===== config.mk =====
export PLATFORM = sky130hd
export DESIGN_NAME = dmem_arbiter
export DESIGN_NICKNAME = d
export VERILOG_FILES = /design/src/rtl/cpu_pkg.sv /design/src/rtl/arb_wait_counter.sv /design/src/rtl/dmem_arbiter.sv
export SDC_FILE = /design/constraint.sdc
export NUM_CORES = 1
export LEC_CHECK = 0
export ABC_AREA = 1
export BUFFER_PORTS_ARGS = -buffer_cell sky130_fd_sc_hd__clkbuf_2
export CAP_MARGIN = 40
export CORE_MARGIN = 2
export CORE_UTILIZATION = 37
export CTS_CLUSTER_SIZE = 10
export DETAILED_ROUTE_END_ITERATION = 8
export GPL_TIMING_DRIVEN = 0
export PLACE_DENSITY = 0.81
export SYNTH_ARGS = -nofsm -noshare
export SYNTH_HDL_FRONTEND = slang
export SYNTH_SLANG_ARGS = --single-unit

===== constraint.sdc =====
create_clock -name clk -period 1.4 [get_ports clk]
set_input_delay 0.07 -clock clk [delete_from_list [all_inputs] [get_ports clk]]
set_output_delay 0.07 -clock clk [all_outputs]
set_load 0.05 [all_outputs]

===== src/rtl/cpu_pkg.sv =====
// Shared CPU-side constants and encodings used by the data-memory arbiter.
package cpu_pkg;

  localparam int DATA_W = 19;
  localparam int ADDR_W = 19;

  typedef enum logic {
    ARB    = 1'b0,
    LOCKED = 1'b1
  } arb_state_e;

  typedef enum logic {
    OWN_CPU = 1'b0,
    OWN_DBG = 1'b1
  } owner_e;

endpackage


===== src/rtl/arb_wait_counter.sv =====
// Saturating up-counter; a clear and an enable in the same cycle restart the
// count at 1, which lets a first event load the counter directly.
module arb_wait_counter #(
  parameter int MAX = 4,
  parameter int W   = $clog2(MAX + 1)
) (
  input  logic         clk,
  input  logic         rst,
  input  logic         clr,
  input  logic         en,
  output logic [W-1:0] cnt
);

  logic [W-1:0] cnt_q, cnt_d, base;

  always_comb begin
    base  = clr ? '0 : cnt_q;
    cnt_d = base;
    if (en && (base != W'(MAX))) cnt_d = base + W'(1);
  end

  always_ff @(posedge clk or negedge rst) begin
    if (!rst) cnt_q <= '0;
    else      cnt_q <= cnt_d;
  end

  assign cnt = cnt_q;

endmodule


===== src/rtl/dmem_arbiter.sv =====
// Arbitrates the single-port data memory between the CPU memory stage and the
// debug port: CPU priority, bounded DBG starvation, and a DBG lock mode.
module dmem_arbiter #(
  parameter int DATA_W   = cpu_pkg::DATA_W,
  parameter int ADDR_W   = cpu_pkg::ADDR_W,
  parameter int MAX_WAIT = 4,
  parameter int MAX_LOCK = 8
) (
  input  logic              clk,
  input  logic              rst,
  input  logic              cpu_req,
  input  logic              cpu_we,
  input  logic [ADDR_W-1:0] cpu_addr,
  input  logic [DATA_W-1:0] cpu_wdata,
  output logic              cpu_gnt,
  output logic              cpu_stall,
  output logic              cpu_rvalid,
  output logic [DATA_W-1:0] cpu_rdata,
  input  logic              dbg_req,
  input  logic              dbg_we,
  input  logic [ADDR_W-1:0] dbg_addr,
  input  logic [DATA_W-1:0] dbg_wdata,
  input  logic              dbg_lock,
  output logic              dbg_gnt,
  output logic              dbg_rvalid,
  output logic [DATA_W-1:0] dbg_rdata,
  output logic              mem_en,
  output logic              mem_we,
  output logic [ADDR_W-1:0] mem_addr,
  output logic [DATA_W-1:0] mem_wdata,
  input  logic [DATA_W-1:0] mem_rdata
);
  import cpu_pkg::*;

  localparam int WW = $clog2(MAX_WAIT + 1);
  localparam int LW = $clog2(MAX_LOCK + 1);

  arb_state_e        state_q, state_d;
  logic              relock_blk_q, relock_blk_d;
  logic              pend_q, pend_d;
  owner_e            owner_q, owner_d;
  logic [DATA_W-1:0] cpu_rdata_q, dbg_rdata_q;
  logic [WW-1:0]     wait_cnt;
  logic [LW-1:0]     lock_cnt;
  logic              locked;

  assign locked = (state_q == LOCKED);

  always_comb begin
    cpu_gnt = 1'b0;
    dbg_gnt = 1'b0;
    if (rst) begin
      if (locked)
        dbg_gnt = dbg_req;
      else if (dbg_req && (!cpu_req || wait_cnt == WW'(MAX_WAIT)))
        dbg_gnt = 1'b1;
      else if (cpu_req)
        cpu_gnt = 1'b1;
    end
    cpu_stall = cpu_req & ~cpu_gnt;
    mem_en    = cpu_gnt | dbg_gnt;
    mem_we    = dbg_gnt ? dbg_we : (cpu_gnt & cpu_we);
    mem_addr  = dbg_gnt ? dbg_addr : cpu_addr;
    mem_wdata = dbg_gnt ? dbg_wdata : cpu_wdata;
  end

  // After a cap-forced release, dbg_lock must drop before another lock is taken.
  always_comb begin
    state_d      = state_q;
    relock_blk_d = relock_blk_q & dbg_lock;
    case (state_q)
      ARB: begin
        if (dbg_gnt && dbg_lock && !relock_blk_q) begin
          if (MAX_LOCK == 1) relock_blk_d = 1'b1;
          else               state_d      = LOCKED;
        end
      end
      LOCKED: begin
        if (!dbg_lock) begin
          state_d = ARB;
        end else if (dbg_gnt && lock_cnt == LW'(MAX_LOCK - 1)) begin
          state_d      = ARB;
          relock_blk_d = 1'b1;
        end
      end
      default: state_d = ARB;
    endcase
  end

  always_comb begin
    pend_d     = mem_en;
    owner_d    = dbg_gnt ? OWN_DBG : OWN_CPU;
    cpu_rvalid = pend_q && (owner_q == OWN_CPU);
    dbg_rvalid = pend_q && (owner_q == OWN_DBG);
    cpu_rdata  = cpu_rvalid ? mem_rdata : cpu_rdata_q;
    dbg_rdata  = dbg_rvalid ? mem_rdata : dbg_rdata_q;
  end

  always_ff @(posedge clk or negedge rst) begin
    if (!rst) begin
      state_q      <= ARB;
      relock_blk_q <= 1'b0;
      pend_q       <= 1'b0;
      owner_q      <= OWN_CPU;
      cpu_rdata_q  <= '0;
      dbg_rdata_q  <= '0;
    end else begin
      state_q      <= state_d;
      relock_blk_q <= relock_blk_d;
      pend_q       <= pend_d;
      owner_q      <= owner_d;
      cpu_rdata_q  <= cpu_rdata;
      dbg_rdata_q  <= dbg_rdata;
    end
  end

  arb_wait_counter #(.MAX(MAX_WAIT), .W(WW)) u_wait_cnt (
    .clk (clk),
    .rst (rst),
    .clr (~dbg_req | dbg_gnt | locked),
    .en  (dbg_req & ~dbg_gnt & ~locked),
    .cnt (wait_cnt)
  );

  // Held clear in ARB so the locking grant itself loads a count of 1.
  arb_wait_counter #(.MAX(MAX_LOCK), .W(LW)) u_lock_cnt (
    .clk (clk),
    .rst (rst),
    .clr (~locked),
    .en  (dbg_gnt),
    .cnt (lock_cnt)
  );

endmodule

==> impl_metrics.csv, run 1 <==
group,metric,value,unit
yosys,synth.net_count,461,
yosys,synth_top_family_by_area,"simple AND/OR/NAND/NOR gates",
floorplan,io_pins,185,
yosys,yosysWarnings,0,
yosys,ys_seq_area_share,47.64,%
run_status,tool.error,"[ERROR DPL-0038] Utilization greater than 100%, impossible to legalize",
yosys,yosys.area_share.simple,32.13,%
floorplan,rows,30,
placement,place_congestion,0.9092,
run_status,status,"did not finish",
yosys,synthAdderAreaFrac,1.458,%
clock_network,cts_buffer_depth,2,
yosys,syn_inst,356,
sta,grt-worst-endpoint,"mem_addr[11]",
placement,dp_hpwl,6634,µm
clock_network,cts_buffers,5,
floorplan,die_y,87.40,µm
placement,portBuffers,184,
yosys,syn-cell-area,2574,µm²
yosys,synth_area_per_cell,7.230,µm²
yosys,synth_compound_area_share,8.653,%
yosys,synth_xor_area_share,0.3403,%
floorplan,initial_utilization,38.09,%
clock_network,h-tree-depth,2,
yosys,yosys-mux-area-fraction,0,%
clock_network,clock_sinks,49,
yosys,ys_types,20,
placement,placed_cell_area,4059,µm²
floorplan,die_x,87.40,µm
global_routing,grt_max_degree,29,
sta,endpoint_type,"output port",
yosys,ys_ff_latch,49,
clock_network,cts-root-buf,"clkbuf_8",
run_status,stop_stage,"global routing",
through the flow:
step | hold WS, ns | util (%) | TNS [ns] | worst slack (ns) | instances
4_1_cts | 0.05668 | 91.24 | -25.47 | -0.3803 | 686
3_3_place_gp | 0.3078 | 59.78 | -38.63 | -0.7737 | 620
3_5_place_dp | 0.1627 | 60.07 | -24.26 | -0.4860 | 621
2_1_floorplan | -0.2256 | - | -9.345 | -0.2107 | 356
Yosys cell counts:
cell type / instances / area share (%)
inv_4: 1 / 0.24
nand3_4: 1 / 0.68
a21oi_1: 1 / 0.19
nor2_1: 8 / 1.2
ha_1: 3 / 1.5
buf_4: 1 / 0.29
nand2_2: 10 / 2.4
o21ai_0: 42 / 8.2
xnor2_1: 1 / 0.34
o21bai_1: 1 / 0.29
nand4_1: 4 / 0.97
dfrtp_1: 49 / 48
nand3_1: 6 / 1.2
nand3b_1: 1 / 0.29
buf_6: 4 / 1.7
inv_1: 38 / 5.5
nor3_1: 1 / 0.19
clkbuf_1: 4 / 0.58
nand2_1: 173 / 25
buf_2: 7 / 1.4
logic make-up after synthesis:
kind of cell / after synthesis
fa+ha+maj: 3
flops: 49
xor+xnor: 1
compound gates: 44
simple gates: 204
buf+inv: 55
timing repair:
| item | 4_1_cts |
|---|---|
| hold buffers | 5 |
| setup buffers | 47 |
| pin swaps | 25 |
| endpoints found under the setup margin | 88 |
| gates resized for setup | 317 |
| cloned | 6 |
| endpoints found under the hold margin | 29 |
==> run 2: changes to the inputs <==
--- a/config.mk
+++ b/config.mk
@@ -9,11 +9,10 @@
 export BUFFER_PORTS_ARGS = -buffer_cell sky130_fd_sc_hd__clkbuf_2
 export CAP_MARGIN = 40
 export CORE_MARGIN = 2
-export CORE_UTILIZATION = 37
-export CTS_CLUSTER_SIZE = 10
+export CORE_UTILIZATION = 40
 export DETAILED_ROUTE_END_ITERATION = 8
 export GPL_TIMING_DRIVEN = 0
-export PLACE_DENSITY = 0.81
+export PLACE_DENSITY_LB_ADDON = 0.15
 export SYNTH_ARGS = -nofsm -noshare
 export SYNTH_HDL_FRONTEND = slang
 export SYNTH_SLANG_ARGS = --single-unit
==> constraint.sdc (replaced) <==
create_clock -name clk -period 1.8 [get_ports clk]
set_input_delay 0.09 -clock clk [delete_from_list [all_inputs] [get_ports clk]]
set_output_delay 0.09 -clock clk [all_outputs]
set_load 0.05 [all_outputs]
==> run 2 against run 1 <==
Compared with the run above:
- the run now ends clean
- area after synthesis unchanged
- synthesized cell count unchanged
==> impl_metrics.csv, run 2 <==
group,metric,value,unit
run_status,status,"finished, final reports clean",
sta,setup_tns,0,ns
yosys,synth.net_count,461,
cells_and_area,instances_no_fill,639,
yosys,ys_top_cells_by_area,"dfrtp_1, nand2_1, o21ai_0, inv_1, nand2_2",
global_routing,grt_overflow_total,0,
routing,drc,0,
setup_path,crit_path_end_kind,"output port",
sta,finalSetupViolations,0,
routing,wl,9002,µm
clock_network,clk_pin_slew,0.08,ns
global_routing,grt_pass1_vias,2746,
global_routing,grt_max_degree,30,
setup_path,cp.required,1.71,ns
yosys,ys_seq_area_share,47.64,%
floorplan,die_y,84.22,µm
pwr,power_switching,2056,µW
cells_and_area,regArea,1227,µm²
setup_path,path_class,"register to output port",
cells_and_area,nFillCells,461,
clock_network,cts-root-buf,"clkbuf_8",
setup_path,startpoint_type,"register",
cells_and_area,layout-drive-gt1-share,50.53,%
placement,placed_cells,618,
placement,portBuffers,184,
pwr,pwr-share-seq,29.9,%
yosys,yosysWarnings,0,
pwr,p_leak,0.002743,µW
yosys,syn-cell-area,2574,µm²
sta,rsz0062_at_grt,"true",
sta,hold_viol_final,0,
global_routing,grt_usage,22.28,%
cells_and_area,nNetsFinal,666,
floorplan,initial_utilization,41.00,%
placement,dp_hpwl,5956,µm
clock_network,cts_buffer_depth,2,
pwr,p_per_area,970.2,nW/µm²
hold_path,worstHoldPathType,"input pin to register",
cells_and_area,final_cell_mix,"nand2_1, clkbuf_2, dfrtp_1",
routing,vias,3039,
setup_path,critPathMaxFanout,8,
yosys,syn_inst,356,
yosys,synth_edf_count,0,
yosys,synth_largest_area_cell,"dfrtp_1",
pwr,p_comb_share,52.5,%
sta,slew_viol_final,0,
floorplan,io_pins,185,
sta,finalCritPeriodShare,99.86,%
floorplan,core,6277,µm²
clock_network,h-tree-depth,2,
sta,finClkSkew,0.008421,ns
sta,fmax,556.4,MHz
yosys,synth_top_cell_area_share,47.64,%
placement,place_ws,-0.02187,ns
routing,via_per_inst,4.756,
sta,finalWorstSetupSlack,0.002569,ns
floorplan,die_x,84.22,µm
setup_path,crit_arrival,1.71,ns
pwr,p_int,2540,µW
floorplan,die_area,7092,µm²
pwr,p_clk_share,17.6,%
cells_and_area,layout_commonest_cell,"nand2_1",
yosys,synthFlopType,"dfrtp_1",
sta,hold_ws,0.04081,ns
routing,ant_nets,0,
global_routing,antenna_found_initial,0,
yosys,synth_area_per_cell,7.230,µm²
yosys,ys_types,20,
clock_network,cts_tree,"yes",
global_routing,grt_pass1_wl,12780,µm
yosys,async_reset_ff_share,100.0,%
routing,wl_per_cell,14.09,µm
cells_and_area,multi_input_area,1390,µm²
placement,place_congestion,0.8197,
clock_network,clock_sinks,49,
pwr,switching_share,44.74,%
cells_and_area,diodes,0,
yosys,ys_ff_latch,49,
sta,relSlewSlack,75.61,%
flow_run,maxCapViolCount,0,
yosys,netlist_top_cells_count,"nand2_1, dfrtp_1, o21ai_0, inv_1, nand2_2",
sta,tightestPinTransition,0.3645,ns
pwr,peakVddDrop,0.0007234,V
cells_and_area,areaGrowthSynthToFinish,84.10,%
yosys,synth.most_common_cell,"nand2_1",
sta,finalCriticalPeriod,1.797,ns
routing,drt_iter0_drc,68,
clock_network,clock_latency,0.30,ns
floorplan,rows,29,
clock_network,cts_buffers,5,
routing,dr.pass1.iters,6,
## run 2: per-stage QoR
step | cell area [µm²] | utilization (%) | total power (µW)
after global routing | 4738 | 75.48 | 4801
after floorplan | 2731 | - | 2891
final | 4738 | 75.48 | 4597
after global placement | 3749 | 59.72 | 3373
after detailed placement | 3769 | 60.04 | 3411
after CTS | 4322 | 68.85 | 4438
## run 2: final timing paths
path | from | to | slack (ns) | cells after the start
worst max-delay path | u_wait_cnt.cnt[0] | mem_addr[11] | 0.003 | 9
worst min-delay path | mem_rdata[0] | cpu_rdata_q[0] | 0.04 | 3
worst max register to register | locked | u_wait_cnt.cnt[1] | 0.09 | 9
worst min register to register | cpu_rdata_q[6] | cpu_rdata_q[6] | 0.47 | 2
max in group asynchronous | rst | cpu_rdata_q[6] | 0.71 | 4
min in group asynchronous | rst | dbg_rdata_q[10] | 0.41 | 4
## run 2: final cells by class
type / count / area share [%]
buffer: 15 / 3.512
sequential: 49 / 25.90
tap: 77 / 2.033
multi-input combinational: 252 / 29.34
clock inverter: 1 / 0.6337
inverter: 39 / 3.354
clock buffer: 7 / 1.822
timing repair buffer: 199 / 33.40
## run 2: cell families (layout without fill, tap and decap cells)
kind of cell    Yosys count  count (layout)  synth area share [%]
fa+ha+maj                 3               3                 1.459
simple gates            204             204                 32.13
flops                    49              49                 47.64
xor+xnor                  1               1                0.3404
buf+inv                  55             261                 9.771
compound gates           44              44                 8.653
## run 2: timing repair
action,CTS,global route
pin swaps,0,12
resized for setup,102,154
endpoints found under the setup margin,72,82
setup buffers,4,1
hold endpoints to repair,21,0
gates cloned,0,4
hold buffers,4,0
## run 2: power by group through the flow
stage / Sequential, µW / Combinational (µW) / Clock, µW
after floorplan: 1380 / 1510 / 0
after global placement: 1390 / 1990 / 0
after detailed placement: 1400 / 2010 / 0
after CTS: 1370 / 2240 / 827
after global routing: 1400 / 2520 / 881
final: 1370 / 2410 / 810
## run 2: per-layer routing
metal  global-route usage [%]  vias up  wire (µm)
li1                         -     1498          -
met1                    27.08     1386       3505
met2                    39.83      139       4728
met3                    4.228       16        574
met4                    7.038        0        193
met5                        0        -          0
## run 2: worst max-delay path: stages (launching register included)
cell and delay (ns):
dfrtp_1 0.41, nor2_2 0.14, nand2_1 0.07, nand2_2 0.09, nand3_4 0.13, clkinv_8 0.12
buf_8 0.13, nand2_1 0.06, nand2_1 0.09, buf_6 0.16
Note: power is estimated with default switching activity, not from simulation.
==> run 3: changes to the inputs <==
--- a/config.mk
+++ b/config.mk
@@ -8,8 +8,10 @@
 export ABC_AREA = 1
 export BUFFER_PORTS_ARGS = -buffer_cell sky130_fd_sc_hd__clkbuf_2
 export CAP_MARGIN = 40
+export CELL_PAD_IN_SITES_DETAIL_PLACEMENT = 0
+export CELL_PAD_IN_SITES_GLOBAL_PLACEMENT = 1
 export CORE_MARGIN = 2
-export CORE_UTILIZATION = 40
+export CORE_UTILIZATION = 27
 export DETAILED_ROUTE_END_ITERATION = 8
 export GPL_TIMING_DRIVEN = 0
 export PLACE_DENSITY_LB_ADDON = 0.15
==> run 3 against run 2 <==
Compared with the run above:
- fmax is 0.58% higher
- critical endpoint is now mem_wdata[6]
- via count is 2.8% lower
- core utilization is 23 points lower
- largest cell class unchanged
- worst setup slack better by 0.010 ns
- wire length is 6.2% lower
- register-to-register slack better by 0.08 ns
- final cell count is 8.8% higher
- critical path type unchanged
- cell area is 3.1% higher
==> impl_metrics.csv, run 3 (synthesis gave the netlist of run 2 again) <==
group,metric,value,unit
placement,place_congestion,0.7428,
hold_path,worstHoldPathType,"input pin to register",
cells_and_area,diodes,0,
floorplan,rows,35,
pwr,p_int,2359,µW
sta,relSlewSlack,47.81,%
pwr,p_per_area,905.0,nW/µm²
setup_path,rrSetupSlack,0.17,ns
sta,rsz0062_at_grt,"true",
run_status,status,"finished, final reports clean",
clock_network,cts_buffer_depth,2,
sta,hold_viol_final,0,
setup_path,crit_arrival,1.70,ns
global_routing,grt_usage,15.34,%
floorplan,die_y,101.6,µm
pwr,p_clk_share,14.9,%
cells_and_area,multi_input_area,1458,µm²
cells_and_area,nFillCells,867,
setup_path,path_class,"register to output port",
routing,vias,2953,
cells_and_area,layout-drive-gt1-share,53.71,%
floorplan,core,9240,µm²
routing,wl_per_cell,12.15,µm
cells_and_area,regArea,1227,µm²
global_routing,grt_overflow_total,0,
pwr,power_switching,2064,µW
floorplan,die_area,10330,µm²
sta,finalSetupViolations,0,
pwr,p_leak,0.002788,µW
routing,drt_iter0_drc,81,
clock_network,clock_latency,0.30,ns
cells_and_area,design_area,4887,µm²
pwr,p_comb_share,54.3,%
placement,placed_cell_area,3861,µm²
sta,finClkSkew,0.009622,ns
routing,wl,8446,µm
global_routing,antenna_found_initial,0,
sta,tightestPinTransition,0.7803,ns
cells_and_area,layout_commonest_cell,"nand2_1",
floorplan,io_pins,185,
clock_network,cts_buffers,5,
clock_network,h-tree-depth,2,
pwr,peakVddDrop,0.0003838,V
flow_run,maxCapViolCount,0,
routing,via_per_inst,4.249,
cells_and_area,nNetsFinal,670,
floorplan,initial_utilization,27.85,%
cells_and_area,instances_no_fill,695,
setup_path,startpoint_type,"register",
global_routing,grt_max_degree,23,
routing,dr.pass1.iters,4,
pwr,pwr-share-seq,30.8,%
placement,portBuffers,184,
sta,finalCriticalPeriod,1.787,ns
sta,fmax,559.6,MHz
sta,slew_viol_final,0,
setup_path,cp.required,1.71,ns
routing,ant_nets,0,
routing,drc,0,
global_routing,grt_pass1_wl,12690,µm
clock_network,clock_sinks,49,
sta,finalCritPeriodShare,99.28,%
cells_and_area,areaGrowthSynthToFinish,89.89,%
setup_path,crit_path_end_kind,"output port",
global_routing,grt_pass1_vias,2760,
placement,dp_hpwl,6059,µm
pwr,switching_share,46.67,%
sta,setup_tns,0,ns
cells_and_area,final_cell_mix,"nand2_1, clkbuf_2, dfrtp_1",
clock_network,cts_tree,"yes",
floorplan,die_x,101.6,µm
setup_path,critPathMaxFanout,8,
clock_network,clk_pin_slew,0.10,ns
clock_network,cts-root-buf,"clkbuf_8",
placement,placed_cells,671,
==> run 3: power groups by stage <==
stage | clock, µW | combinational (µW) | sequential, µW
3_5_place_dp | 0 | 2020 | 1390
4_1_cts | 691 | 2250 | 1370
2_1_floorplan | 0 | 1510 | 1380
3_3_place_gp | 0 | 2000 | 1390
6_report | 659 | 2400 | 1360
5_1_grt | 733 | 2530 | 1380
==> run 3: critical path: stages (launching register included) <==
cell and delay [ns]:
dfrtp_1 0.42, nor2_2 0.14, nand2_1 0.07, nand2_2 0.09, nand3_4 0.14, clkinv_8 0.12, clkbuf_16 0.15, nand2_2 0.05
nand2_2 0.07, buf_8 0.14
==> run 3: per-stage QoR <==
step | power [µW] | util [%] | hold slack [ns] | worst slack (ns)
floorplan | 2891 | - | -0.2056 | -0.2084
global placement | 3382 | 41.27 | 0.3109 | -0.4875
detailed placement | 3412 | 41.79 | -0.001601 | -0.04445
CTS | 4303 | 48.53 | 0.03047 | -0.003295
global route | 4647 | 52.89 | 0.03913 | -0.09025
finish | 4423 | 52.89 | 0.03825 | 0.01295
==> run 3: routing by layer <==
layer  vias up  track usage (%)  wire length (µm)
met5         -                0                 0
met4         0            3.742                93
met3         7            2.830               537
met2       117            26.21              4252
met1      1315            20.06              3562
li1       1514                -                 -
==> run 3: final timing paths <==
check | startpoint | endpoint | cells after the start
worst max-delay path | u_wait_cnt.cnt[0] | mem_wdata[6] | 9
worst min-delay path | mem_rdata[1] | cpu_rdata_q[1] | 3
worst max register to register | locked | u_wait_cnt.cnt[1] | 7
worst min register to register | cpu_rdata_q[5] | cpu_rdata_q[5] | 2
max in group asynchronous | rst | locked | 3
min in group asynchronous | rst | dbg_rdata_q[13] | 2
==> run 3: timing repair <==
action / in CTS / in global routing
hold buffers: 4 / 0
setup endpoints to repair: 73 / 71
resized for setup: 121 / 144
buffers inserted: 4 / 4
endpoints found under the hold margin: 28 / 0
cloned: 0 / 4
pin swaps: 0 / 9
==> run 3: area by class of cell <==
cell class | count | area share, %
buffer | 16 | 3.661
timing repair buffer | 202 | 33.00
multi-input combinational | 252 | 29.83
tap | 129 | 3.303
clock buffer | 5 | 1.408
sequential | 49 | 25.12
clock inverter | 3 | 0.4352
inverter | 39 | 3.251
